--- src/rtl/clock_divider_bank.sv ---
// ---------------------------------------------------------------------------
// clock_divider_bank
//   A bank of N_CH independent, programmable clock dividers that share one
//   input clock. Each channel counts enabled cycles up to its active divisor
//   and then toggles a registered 50%-duty output. The half-period is
//   div_act+1 cycles and the full period is 2*(div_act+1) cycles.
//
//   A new divisor written over the config port is first held as "pending".
//   It becomes active only at a safe point: the terminal-count edge, any
//   edge where the channel is stalled, or a bank-wide sync. As a result the
//   output never produces a truncated half-period.
//
// Ports
//   clk_in   in   1      single clock, rising edge
//   rst      in   1      synchronous, active-high reset
//   en       in   N_CH   per-channel count enable
//   sync     in   1      restart every channel at cnt=0 / clk_out=0
//   cfg_we   in   1      divisor write strobe
//   cfg_ch   in   CH_W   channel targeted by the write
//   cfg_div  in   WIDTH  divisor value to write
//   clk_out  out  N_CH   divided clocks (registered)
//   tick     out  N_CH   high in the cycle after each clk_out toggle
//   cfg_err  out  1      one-cycle pulse after a write to a channel >= N_CH
// ---------------------------------------------------------------------------
module clock_divider_bank #(
  parameter int N_CH     = 4,
  parameter int WIDTH    = 20,
  parameter int DIV_INIT = 249999,
  parameter int CH_W     = (N_CH > 1) ? $clog2(N_CH) : 1
) (
  input  logic             clk_in,
  input  logic             rst,
  input  logic [N_CH-1:0]  en,
  input  logic             sync,
  input  logic             cfg_we,
  input  logic [CH_W-1:0]  cfg_ch,
  input  logic [WIDTH-1:0] cfg_div,
  output logic [N_CH-1:0]  clk_out,
  output logic [N_CH-1:0]  tick,
  output logic             cfg_err
);

  // The index port can encode values past the last channel when N_CH is not
  // a power of two. Writes to those values are rejected and flagged.
  logic cfg_in_range;
  assign cfg_in_range = (32'(cfg_ch) < 32'(N_CH));

  // NOTE: every sequential block uses non-blocking assignments. All flops
  // then sample pre-edge values, whatever order the blocks are evaluated in.
  always_ff @(posedge clk_in) begin
    if (rst) cfg_err <= 1'b0;
    else     cfg_err <= cfg_we && !cfg_in_range;
  end

  for (genvar i = 0; i < N_CH; i++) begin : g_ch
    logic [WIDTH-1:0] cnt;
    logic [WIDTH-1:0] div_act;
    logic [WIDTH-1:0] div_pend;
    logic             pend_valid;
    logic             clk_q;
    logic             tick_q;

    logic wr_hit;
    logic at_term;
    logic apply;

    assign wr_hit  = cfg_we && cfg_in_range && (cfg_ch == CH_W'(i));
    assign at_term = (cnt == div_act);
    // A pending divisor is swapped in only where the current half-period has
    // just finished (terminal count), where no counting happens (stalled),
    // or where the counter restarts anyway (sync).
    assign apply   = pend_valid && (sync || !en[i] || at_term);

    always_ff @(posedge clk_in) begin
      if (rst) begin
        cnt        <= '0;
        div_act    <= WIDTH'(DIV_INIT);
        div_pend   <= '0;
        pend_valid <= 1'b0;
        clk_q      <= 1'b0;
        tick_q     <= 1'b0;
      end else begin
        if (sync) begin
          cnt    <= '0;
          clk_q  <= 1'b0;
          tick_q <= 1'b0;
        end else if (en[i]) begin
          if (at_term) begin
            cnt    <= '0;
            clk_q  <= ~clk_q;
            tick_q <= 1'b1;
          end else begin
            cnt    <= cnt + 1'b1;
            tick_q <= 1'b0;
          end
        end else begin
          tick_q <= 1'b0;
          // A stalled channel may sit above the divisor it is about to
          // adopt. Without this restart it would count up through 2^WIDTH
          // before reaching terminal count again.
          if (apply && (cnt > div_pend)) cnt <= '0;
        end

        if (apply) begin
          div_act    <= div_pend;
          pend_valid <= 1'b0;
        end
        // This assignment comes after the apply block on purpose. A write
        // that lands on an apply edge stays pending, and the older pending
        // value is the one that goes live.
        if (wr_hit) begin
          div_pend   <= cfg_div;
          pend_valid <= 1'b1;
        end
      end
    end

    assign clk_out[i] = clk_q;
    assign tick[i]    = tick_q;
  end

endmodule

--- config.mk ---
export PLATFORM = sky130hd
export DESIGN_NAME = clock_divider_bank
export DESIGN_NICKNAME = d
export VERILOG_FILES = /design/src/rtl/clock_divider_bank.sv
export SDC_FILE = /design/constraint.sdc
export NUM_CORES = 1
export LEC_CHECK = 0
export ABC_AREA = 1
export CORE_ASPECT_RATIO = 1.1
export CORE_UTILIZATION = 25
export DETAILED_ROUTE_END_ITERATION = 6
export SYNTH_ARGS = -nofsm -noshare
export SYNTH_HDL_FRONTEND = slang
export SYNTH_SLANG_ARGS = --single-unit
export TNS_END_PERCENT = 1
--- constraint.sdc ---
create_clock -name clk_in -period 2.2 [get_ports clk_in]
set_input_delay 0.44 -clock clk_in [delete_from_list [all_inputs] [get_ports clk_in]]
set_output_delay 0.44 -clock clk_in [all_outputs]
set_load 0.01 [all_outputs]
# After elaboration in Yosys (flattened, before gate mapping)
# Index checks and enable logic that the tools add are counted.
[word_totals] word_cells=113 rom_bits=0 mem_count=0 mem_bits_rw=0 out_inout_bits=9 ff_bits=252 inputBits=30 latch_bits=0
[op_classes] addsub=4 n_mux=24 n_reduce_logical=42 n_div=0 n_mul=0 bitwise_logic=8 n_shift=0 eq_ne=7 n_lt_le_gt_ge=4
[ops] cell="$mux 20" count=12
[ops] cell="$add 20x1->20 const B" count=4
[ops] cell="$eq 20x20->1" count=4
[ops] cell="$gt 20x20->1" count=4
[ops] cell="$reduce_bool 2->1" count=8
[ops] cell="$logic_and 1x1->1" count=12
[ops] cell="$mux 1" count=12
[ops] cell="$reduce_or 3->1" count=4
[ops] cell="$logic_or 1x1->1" count=8
[ops] cell="$not 1->1" count=8
[ops] cell="$reduce_and 2->1" count=4
[ops] cell="$eq 2x2->1 const B" count=2
[ops] cell="$logic_not 1->1" count=4
[ops] cell="$eq 2x1->1 const B" count=1
[ops] cell="$logic_not 2->1" count=1
[ops] cell="$reduce_or 2->1" count=1

# Logic depth before layout (Yosys ltp)
[depth] word_depth=7 depth_mapped=16 depth_no_buf=15

# Worst setup path before layout
# OpenSTA, ideal clock, no wires.
[synth_path] path_type="register to register" from="register g_ch[2].div_pend[19]" to="register g_ch[2].cnt[12]" period_less_slack_ns=1.693 path_stages_with_launch=13 arrival_ns=1.560 required_time_ns=2.068 setup_time_ns=0.132 path_slack_ns=0.507 path_buffers=1 cell_sequence="dfxtp_1 -> inv_1 -> ha_1 -> nand2_1 -> nor2_1 -> nand2_1 -> nor2_1 -> nand2_1 -> nand3_1 -> nand2_1 -> buf_4 -> nand3_1 -> a21oi_1"
[synth_via] elab_chain_cells=3
[synth_rtl] item="start, declared" line="58" source="logic [WIDTH-1:0] div_pend;"
[synth_rtl] item="start signal, assigned" line="112" source="div_pend <= cfg_div;"
[synth_rtl] item="$gt 20x20->1" line="101" source="if (apply && (cnt > div_pend)) cnt <= '0;"
[synth_rtl] item="$logic_and 1x1->1" line="101"
[synth_rtl] item="$reduce_bool 2->1 (no source line)"
[synth_rtl] item="end signal, assigned" line="93" source="cnt <= cnt + 1'b1;"
[synth_rtl] item="end, declared" line="56" source="logic [WIDTH-1:0] cnt;"
# No other way between the ends.
# A chain may end at the register's enable or synchronous reset.

# Worst setup path after layout
[layout_path] from="register g_ch[3].clk_q" to="output clk_out[3]"
[layout_rtl] item="start, declared" line="60" source="logic clk_q;"
[layout_rtl] item="start signal, assigned" line="90" source="clk_q <= ~clk_q;"
[layout_rtl] item="end, declared" line="38" source="output logic [N_CH-1:0] clk_out,"
# No word-level cell between the ends.

==> results.tsv <==
stage	metric	value	unit
floorplan	die_area	61100	um2
floorplan	coreArea	59000	um2
sta	hold_viol_final	0	
worst_setup_path	rr_endpoint	g_ch[2].cnt[9]	
floorplan	die_y	259	um
cells_and_area	final_nets	2440	
min_path	hp-class	register to register	
power	p_leak	7.47	nW
synth	ys_seq_area_share	33.6	%
sta	fin_skew	0.0218	ns
worst_setup_path	critPathArrivalTime	1.53	ns
synth	synth-edff-count	0	
worst_setup_path	end_kind	primary output	
clock_tree	clk_pin_slew_worst_paths	0.07	ns
worst_setup_path	reg2reg_depth	10	
min_path	worstHoldEndpoint	g_ch[2].div_pend[7]	
sta	fin_crit_sh	89.5	%
routing	wl_per_cell	13.7	um
grt	first_global_vias	12900	
floorplan	die_w	236	um
worst_setup_path	cp-start-kind	register	
min_path	hold_depth	2	
grt	grt_max_degree	55	
clock_tree	cts_tree	yes	
cells_and_area	layout.cells.non_filler	3107	
status	status	complete, no violations	
power	vdd_drop_max	0.000588	V
sta	setup-tns-final	0	ns
synth	synth-async-reset-ratio	0	%
placed_design	dpl.hpwl	31.2	mm
clock_tree	cts_root_buf	clkbuf_16	
min_path	hold_start	g_ch[2].div_pend[7]	
grt	antenna_found_initial	5	
sta	drv_slew	0	
synth	ys_seq_elements	252	
routing	dr_total_vias	14100	
synth	yosysTopAreaCellShare	33.6	%
worst_setup_path	setup.worst_path.class	register to primary output	
routing	via_per_inst	4.53	
placed_design	place.gp.congestion	0.863	
synth	yosysTopAreaCell	dfxtp_1	
synth	yosysMostFrequentCell	nand2_1	
synth	postSynthNetCount	2421	
cells_and_area	fin_util	29.5	%
synth	synth_area_leaders	dfxtp_1 (34%), nand2_1 (14%), nand3_1 (9.8%), a21oi_1 (7.3%), ha_1 (7.0%)	
grt	overflow	0	
worst_setup_path	rrSetupSlack	0.26	ns
placed_design	dp.cells	3055	
worst_setup_path	cp.depth	1	
floorplan	pin_count	39	
synth	yosysWarnings	0	
grt	grt_pass1_wl	68.8	mm
power	power	10.8	mW
grt	gr-usage-all-layers	13.7	%
routing	drc_errors	0	
sta	max_freq	508	MHz
routing	ant_nets	0	
cells_and_area	diodes	0	
sta	final-setup-viol-count	0	
worst_setup_path	cp.required	1.76	ns
clock_tree	htreeDepth	1	
sta	min_period	1.97	ns
cells_and_area	syn_to_final_growth	16.0	%
worst_setup_path	path_buf_inv	1	
synth	synthCells	2307	
routing	first_pass_iters	5	
clock_tree	post-cts-setup-buffers	0	
synth	mappedNetlistArea	15000	um2
worst_setup_path	cp_top_family	buffers and inverters	
synth	netlist_top_cells_count	nand2_1 (571), nand3_1 (293), inv_1 (263), dfxtp_1 (252), nor2_1 (245)	
synth	synth_cell_types	35	
clock_tree	cts_buffers	29	
floorplan	start_util	25.5	%
routing	drt_iter0_drc	915	
clock_tree	cts.sinks	252	
job	cap_violations	0	
floorplan	placementRows	93	
clock_tree	cts_hold_buf	0	
worst_setup_path	crit_fanout	3	
clock_tree	clk_latency	0.56	ns
worst_setup_path	slowest_stage	clkdlybuf4s50_1	
clock_tree	cts_resized	0	
cells_and_area	drive_above_1_share	6.65	%
clock_tree	clock_path_buffers	3	
worst_setup_path	slowest_delay	0.60	ns
worst_setup_path	crit_chain	clkdlybuf4s50_1	
synth	synth_flop_cell	dfxtp_1	
sta	rsz0062_at_grt	false	
worst_setup_path	timing.rr.start	g_ch[2].cnt[11]	
placed_design	port_buffers	37	
routing	wirelength	42.4	mm
power	power_density	620	nW/um2
synth	syn_avg_cell_area	6.51	um2
[cell type report]
cell class                 count  area, um2
fill                        6421      41600
inverter                     271       1020
tap                          760        951
sequential                   252       5040
clock buffer                  35        798
clock inverter                17        184
multi-input combinational   1660       8350
timing repair buffer         112       1090
[sequential cells by signal, indices dropped and copies added, names as in the netlist]
| register | flops |
|---|---|
| g_ch.clk_q | 4 |
| g_ch.cnt | 80 |
| g_ch.div_act | 80 |
| g_ch.div_pend | 80 |
| g_ch.pend_valid | 4 |
| g_ch.tick_q | 4 |
[layout by cell type (no fill, tap or decap), types with 6 or more instances in the layout]
cell type,n
xnor2_1,16
dfxtp_1,252
ha_1,84
nand3b_1,18
nor2_1,243
clkdlybuf4s50_1,37
clkbuf_16,29
o21ai_0,102
inv_1,262
nand2_1,571
nand3_1,293
nor3_1,14
inv_2,7
clkinv_2,6
nand4_1,13
nor2_2,6
buf_12,12
a21oi_1,220
buf_4,62
xor2_1,50
[power breakdown]
| group | switching [mW] | internal [mW] | total, mW |
|---|---|---|---|
| Clock | 2.08 | 2.94 | 5.02 |
| Sequential | 0.0833 | 4.70 | 4.78 |
| Combinational | 0.646 | 0.359 | 1.00 |
[stage by stage]
step / area (um2) / worst slack (ns) / hold WS (ns)
2_1_floorplan: 15000 / 0.507 / 0.441
3_3_place_gp: 16400 / 0.240 / 0.461
3_5_place_dp: 16400 / 0.246 / 0.467
4_1_cts: 17400 / 0.195 / 0.480
5_1_grt: 17400 / 0.0188 / 0.501
6_report: 17400 / 0.232 / 0.478
[metal layers]
metal  GRT usage, %  share of wire, %  up-vias
li1               -                 -     7418
met1           18.7                48     6333
met2           23.0                45      281
met3           1.62               4.2       48
met4           3.21               2.1        2
met5              0             0.031        -
[cells by family (layout without fill, tap and decap cells)]
logic type      after synthesis  after routing  share of synthesized area (%)
buf+inv                     395            435                           10.9
other cells                   1              1                         0.0250
compound gates              331            331                           11.2
fa+ha+maj                    84             84                           7.00
simple gates               1178           1178                           33.5
xor+xnor                     66             66                           3.85
flops                       252            252                           33.6
[how the worst max path moves through the flow]
| stage | from | to | slack, ns |
|---|---|---|---|
| 5_1_grt | g_ch[2].cnt[19] | g_ch[2].cnt[5] | 0.02 |
| 6_report | g_ch[3].clk_q | clk_out[3] | 0.23 |
| 2_1_floorplan | g_ch[2].div_pend[19] | g_ch[2].cnt[12] | 0.51 |
| 4_1_cts | g_ch[3].clk_q | clk_out[3] | 0.19 |
| 3_3_place_gp | en[0] | g_ch[0].div_act[9] | 0.24 |
| 3_5_place_dp | en[3] | g_ch[3].div_act[6] | 0.25 |
[worst register-to-register path: cells and delay by family, from the launching register on]
family | cells | cell delay, ns
and+or+nand+nor | 6 | 0.72
DFF | 1 | 0.38
adders and majority gates | 1 | 0.33
AOI/OAI and AO/OA | 2 | 0.23
buffers and inverters | 1 | 0.20
(Power assumes the default switching activity.)
